File: src/rtl/input_conditioner.sv
// -----------------------------------------------------------------------------
// input_conditioner
//
// Multi-channel conditioning bank for switches and push-buttons. Every channel
// is independent and has:
//   - a SYNC_STAGES-deep synchroniser,
//   - a debounce counter that accepts a new level after STABLE_CYCLES
//     consecutive samples that disagree with the current level,
//   - one-cycle rise/fall pulses,
//   - a hold FSM (IDLE/HOLD/REPEAT) that produces a long_press pulse after
//     LONG_PRESS_CYCLES of held-high level, then repeat_pulse every
//     REPEAT_CYCLES while the level stays high.
//
// Ports:
//   clock         in   system clock, rising edge
//   reset         in   synchronous active-high reset
//   raw_in        in   [CHANNELS] asynchronous raw levels
//   level_out     out  [CHANNELS] debounced level
//   rise_pulse    out  [CHANNELS] one-cycle pulse on level 0->1
//   fall_pulse    out  [CHANNELS] one-cycle pulse on level 1->0
//   long_press    out  [CHANNELS] one-cycle pulse after LONG_PRESS_CYCLES high
//   repeat_pulse  out  [CHANNELS] one-cycle pulse every REPEAT_CYCLES afterwards
//
// All outputs come straight from flops; nothing combinational reaches them
// from raw_in.
// -----------------------------------------------------------------------------
module input_conditioner #(
    parameter int CHANNELS          = 21,
    parameter int SYNC_STAGES       = 2,
    parameter int STABLE_CYCLES     = 1000000,
    parameter int LONG_PRESS_CYCLES = 100000000,
    parameter int REPEAT_CYCLES     = 25000000
) (
    input  logic                clock,
    input  logic                reset,
    input  logic [CHANNELS-1:0] raw_in,
    output logic [CHANNELS-1:0] level_out,
    output logic [CHANNELS-1:0] rise_pulse,
    output logic [CHANNELS-1:0] fall_pulse,
    output logic [CHANNELS-1:0] long_press,
    output logic [CHANNELS-1:0] repeat_pulse
);

    localparam int HOLD_MAX = (LONG_PRESS_CYCLES > REPEAT_CYCLES) ? LONG_PRESS_CYCLES : REPEAT_CYCLES;
    localparam int DW       = (STABLE_CYCLES >= 1) ? $clog2(STABLE_CYCLES + 1) : 1;
    localparam int HW       = (HOLD_MAX >= 1) ? $clog2(HOLD_MAX + 1) : 1;

    localparam logic [DW-1:0] STABLE_T = DW'(STABLE_CYCLES);
    localparam logic [HW-1:0] LONG_T   = HW'(LONG_PRESS_CYCLES);
    localparam logic [HW-1:0] REPEAT_T = HW'(REPEAT_CYCLES);

    typedef enum logic [1:0] {
        ST_IDLE   = 2'd0,
        ST_HOLD   = 2'd1,
        ST_REPEAT = 2'd2
    } hold_state_e;

    logic [CHANNELS-1:0] sync_q [SYNC_STAGES];
    logic [CHANNELS-1:0] sync_d [SYNC_STAGES];
    logic [CHANNELS-1:0] sync_s;

    logic [DW-1:0]       deb_cnt_q  [CHANNELS];
    logic [DW-1:0]       deb_cnt_d  [CHANNELS];
    logic [HW-1:0]       hold_cnt_q [CHANNELS];
    logic [HW-1:0]       hold_cnt_d [CHANNELS];
    hold_state_e         state_q    [CHANNELS];
    hold_state_e         state_d    [CHANNELS];

    logic [CHANNELS-1:0] level_q,  level_d;
    logic [CHANNELS-1:0] rise_q,   rise_d;
    logic [CHANNELS-1:0] fall_q,   fall_d;
    logic [CHANNELS-1:0] long_q,   long_d;
    logic [CHANNELS-1:0] repeat_q, repeat_d;

    assign sync_s = sync_q[SYNC_STAGES-1];

    // Synchroniser shift chain: stage 0 samples raw_in, each later stage copies the previous one.
    always_comb begin
        for (int k = 0; k < SYNC_STAGES; k++) begin
            if (k == 0) begin
                sync_d[k] = raw_in;
            end else begin
                sync_d[k] = sync_q[k-1];
            end
        end
    end

    // Per-channel debounce and hold FSM next-state logic.
    always_comb begin
        level_d  = level_q;
        rise_d   = '0;
        fall_d   = '0;
        long_d   = '0;
        repeat_d = '0;
        for (int i = 0; i < CHANNELS; i++) begin
            deb_cnt_d[i]  = '0;
            hold_cnt_d[i] = hold_cnt_q[i];
            state_d[i]    = state_q[i];

            // Debounce: count disagreeing samples, flip the level on the terminal count.
            if (sync_s[i] != level_q[i]) begin
                if ((deb_cnt_q[i] + DW'(1)) == STABLE_T) begin
                    level_d[i]   = ~level_q[i];
                    rise_d[i]    = ~level_q[i];
                    fall_d[i]    = level_q[i];
                    deb_cnt_d[i] = '0;
                end else begin
                    deb_cnt_d[i] = deb_cnt_q[i] + DW'(1);
                end
            end else begin
                deb_cnt_d[i] = '0;
            end

            // Hold FSM reacts to the level change on the same edge it happens,
            // so a release suppresses a pulse due on that very edge.
            if (fall_d[i]) begin
                state_d[i]    = ST_IDLE;
                hold_cnt_d[i] = '0;
            end else begin
                case (state_q[i])
                    ST_IDLE: begin
                        hold_cnt_d[i] = '0;
                        if (rise_d[i]) begin
                            state_d[i] = ST_HOLD;
                        end else begin
                            state_d[i] = ST_IDLE;
                        end
                    end
                    ST_HOLD: begin
                        if ((hold_cnt_q[i] + HW'(1)) == LONG_T) begin
                            long_d[i]     = 1'b1;
                            hold_cnt_d[i] = '0;
                            state_d[i]    = ST_REPEAT;
                        end else begin
                            hold_cnt_d[i] = hold_cnt_q[i] + HW'(1);
                        end
                    end
                    ST_REPEAT: begin
                        if ((hold_cnt_q[i] + HW'(1)) == REPEAT_T) begin
                            repeat_d[i]   = 1'b1;
                            hold_cnt_d[i] = '0;
                        end else begin
                            hold_cnt_d[i] = hold_cnt_q[i] + HW'(1);
                        end
                    end
                    default: begin
                        state_d[i]    = ST_IDLE;
                        hold_cnt_d[i] = '0;
                    end
                endcase
            end
        end
    end

    // State registers with synchronous reset taking priority over every update.
    always_ff @(posedge clock) begin
        if (reset) begin
            for (int k = 0; k < SYNC_STAGES; k++) begin
                sync_q[k] <= '0;
            end
            for (int i = 0; i < CHANNELS; i++) begin
                deb_cnt_q[i]  <= '0;
                hold_cnt_q[i] <= '0;
                state_q[i]    <= ST_IDLE;
            end
            level_q  <= '0;
            rise_q   <= '0;
            fall_q   <= '0;
            long_q   <= '0;
            repeat_q <= '0;
        end else begin
            for (int k = 0; k < SYNC_STAGES; k++) begin
                sync_q[k] <= sync_d[k];
            end
            for (int i = 0; i < CHANNELS; i++) begin
                deb_cnt_q[i]  <= deb_cnt_d[i];
                hold_cnt_q[i] <= hold_cnt_d[i];
                state_q[i]    <= state_d[i];
            end
            level_q  <= level_d;
            rise_q   <= rise_d;
            fall_q   <= fall_d;
            long_q   <= long_d;
            repeat_q <= repeat_d;
        end
    end

    assign level_out    = level_q;
    assign rise_pulse   = rise_q;
    assign fall_pulse   = fall_q;
    assign long_press   = long_q;
    assign repeat_pulse = repeat_q;

endmodule

File: config.mk
export PLATFORM = sky130hd
export DESIGN_NAME = input_conditioner
export DESIGN_NICKNAME = d
export VERILOG_FILES = /design/src/rtl/input_conditioner.sv
export SDC_FILE = /design/constraint.sdc
export NUM_CORES = 2
export LEC_CHECK = 0
export BUFFER_PORTS_ARGS = -buffer_cell sky130_fd_sc_hd__buf_4
export CORE_ASPECT_RATIO = 0.75
export CORE_UTILIZATION = 45
export DETAILED_ROUTE_END_ITERATION = 16
export PLACE_DENSITY = 0.67
export SYNTH_ARGS = -nofsm -noshare
export SYNTH_HDL_FRONTEND = slang
export SYNTH_SLANG_ARGS = --single-unit
File: constraint.sdc
create_clock -name clock -period 4.08 [get_ports clock]
set_clock_uncertainty 0.2 [all_clocks]
set_input_delay 0.816 -clock clock [delete_from_list [all_inputs] [get_ports clock]]
set_output_delay 0.816 -clock clock [all_outputs]
set_load 0.03 [all_outputs]
==> metrics.md <==
| Metric | Value |
|---|---|
| Run status | complete, no violations |
| First-pass GRT wire length | 230000 um |
| Clock Latency Late Sink | 750 ps |
| Worst VDD drop | 0.411 mV |
| Synth Register Bits | 1176 |
| HP Class | primary input to register |
| Met3 usage | 0.0296 |
| Tot GR Track Use | 0.190 |
| Top cells by count, synth | dfxtp_1 (1176), nor2_1 (1057), xnor2_1 (501) |
| Placement Setup Slack | 174 ps |
| Mapped Area | 0.0616 mm2 |
| Wire length per cell | 14.5 um |
| Port Buf Inserts | 127 |
| Final setup fails | 0 |
| DRT iter0 DRCs | 3631 |
| Core area | 0.136 mm2 |
| Post-synth ARST share | 0 |
| LEAKAGE | 21.7 nW |
| Power per cell area | 350 mW/mm2 |
| Vias in the first global route | 47601 |
| Hold buffers post-CTS | 0 |
| Layout cells sized above 1 | 0.0747 |
| RSZ-0062 raised after global routing | no |
| Post-synth net total | 7619 |
| Cell variety after synth | 98 |
| Chip height | 323 um |
| Largest net degree at the start of global routing | 42 |
| Vias | 52725 |
| Met2 Use GR | 0.286 |
| Die Wd | 429 um |
| CP required | 4510 ps |
| Mapped Cells | 7480 |
| Setup crit start kind | register |
| Drc violations | 0 |
| Final Cycle Share | 0.954 |
| GPL Wtd Cong | 0.889 |
| CTS Buf Count | 119 |
| DRT antenna net count | 0 |
| Clock Tree Buf Depth | 3 |
| Met1 Use GR | 0.278 |
| Most frequent cell after synthesis | dfxtp_1 |
| CTS tree | built |
| Post-synth EDFFs | 0 |
| PostCTS Resize Cnt | 0 |
| Part of the Yosys area used for sequential elements | 0.382 |
| Largest area contributor in the netlist | dfxtp_1 |
| Drt pass-1 iters | 5 |
| Initial Util | 0.454 |
| CTS sink count | 1176 |
| Crit. End Element | register |
| Max-Cap Viols | 0 |
| Post-placement cell area | 0.0644 mm2 |
| H-tree depth | 3 |
| Core Rows | 117 |
| Post-synth top area share | 0.382 |
| CP arrival | 4320 ps |
| Ant diodes | 0 |
| Io pins | 128 |
| Routed WL | 137000 um |
| Relative slew slack | 0.246 |
| Clock-pin slew on the worst setup and hold paths | 70 ps |
| Final WS setup | 189 ps |
| Tmin final | 3890 ps |
| CTS root buf | clkbuf_16 |
| Top FF cell, synth | dfxtp_1 |
| Initial antenna violation count | 1 |
| Drt via density | 5.61 |
| Die footprint | 0.138 mm2 |
| Fin area | 0.0690 mm2 |
| Grt total ovfl | 0 |
| Fmax | 257 MHz |
| YS warnings | 0 |
| WS Path Type | register to register |
| Post-CTS setup buffers | 0 |
| Slew Limit Fails | 0 |
| CP max FO | 27 |
| P&R area growth vs syn | 11.9% |
| Worst-margin pin slew | 1130 ps |
| Average size of a mapped cell | 8.24 um2 |
| Final #Nets | 7648 |
| Most crowded layer after global routing | met2 |
| Final HPWL DP | 95400 um |
| Setup TNS | 0 ps |
| Final Hold Fails | 0 |
| Top cells by area, synth | dfxtp_1 (38%), xnor2_1 (7.1%), nor2_1 (6.4%) |
==> power breakdown <==
group | total (W) | switching [W] | internal [W]
Clock | 0.0125 | 0.00486 | 0.00761
Combinational | 0.000177 | 0.000121 | 0.0000559
Sequential | 0.0115 | 0.0000198 | 0.0115
Total | 0.0242 | 0.00500 | 0.0192
==> stage by stage <==
stage               utilization  hold WS (ps)  power (W)  instances
finish                    0.508          77.0     0.0242       9399
global route              0.508          37.8     0.0250       9399
CTS                       0.507          8.31     0.0245       9399
detailed placement        0.474           220     0.0120       9173
global placement          0.474           217     0.0120       9173
floorplan                     -           214     0.0119       7480
==> flip-flops by register name, summed over array words and instances, names as in the netlist <==
register	cells
long_press	21
repeat_pulse	21
hold_cnt_q	567
sync_q	42
level_out	21
state_q	42
deb_cnt_q	420
rise_pulse	21
fall_pulse	21
==> final cells by class <==
type                            count  area [um2]
Tap cell                         1785        2230
Clock buffer                      146        3270
Timing Repair Buffer              240        1870
Inverter                          228         856
Multi-Input combinational cell   5744       36000
Fill cell                       12788       66900
Sequential cell                  1176       23500
Clock inverter                     80        1240
==> kinds of logic (layout without fill, tap and decap cells) <==
group	count (synthesis)	in the layout	synth area share
and+or+nand+nor	3881	3881	0.330
DFF	1176	1176	0.382
xor gates and xnor gates	902	902	0.128
AOI/OAI and AO/OA	782	782	0.0900
buffers and inverters	560	694	0.0357
adders and majority gates	116	116	0.0235
muxes	63	63	0.0105
==> path summary, 6_finish.rpt <==
check	from	end	slack, ps	cells past startpoint
worst max-delay path	hold_cnt_q[1][31]	hold_cnt_q[1][45]	190	10
worst min-delay path	raw_in[9]	sync_q[0][9]	80	2
worst max register to register	hold_cnt_q[1][31]	hold_cnt_q[1][45]	190	10
worst min register to register	sync_q[0][1]	sync_q[0][22]	230	1
==> critical path: stages, from the launching register on <==
cell and delay [ps]:
dfxtp_1 510, nand3_1 270, or4_1 620, or3_1 380, a2111oi_0 660, buf_4 230, nand3_1 70, o31ai_1 360
or3b_1 220, buf_12 180, nor3_1 70
==> metal layers <==
metal / part of all wire / vias to the layer above
met5: 0 / -
met3: 0.043 / 216
met2: 0.42 / 1058
li1: - / 26813
met4: 0.022 / 0
met1: 0.51 / 24638
==> layout by cell type (no fill, tap or decap), types with 151 or more instances in the layout <==
| cell type | count |
|---|---|
| xor2_1 | 401 |
| a21oi_1 | 151 |
| nand3_1 | 461 |
| and3_1 | 204 |
| nor3_1 | 370 |
| buf_4 | 234 |
| xnor2_1 | 501 |
| nand4_1 | 296 |
| nand2_1 | 488 |
| nor2_1 | 1057 |
| inv_1 | 227 |
| dfxtp_1 | 1176 |
| nor4_1 | 246 |
Power figures use the tool's default switching activity.
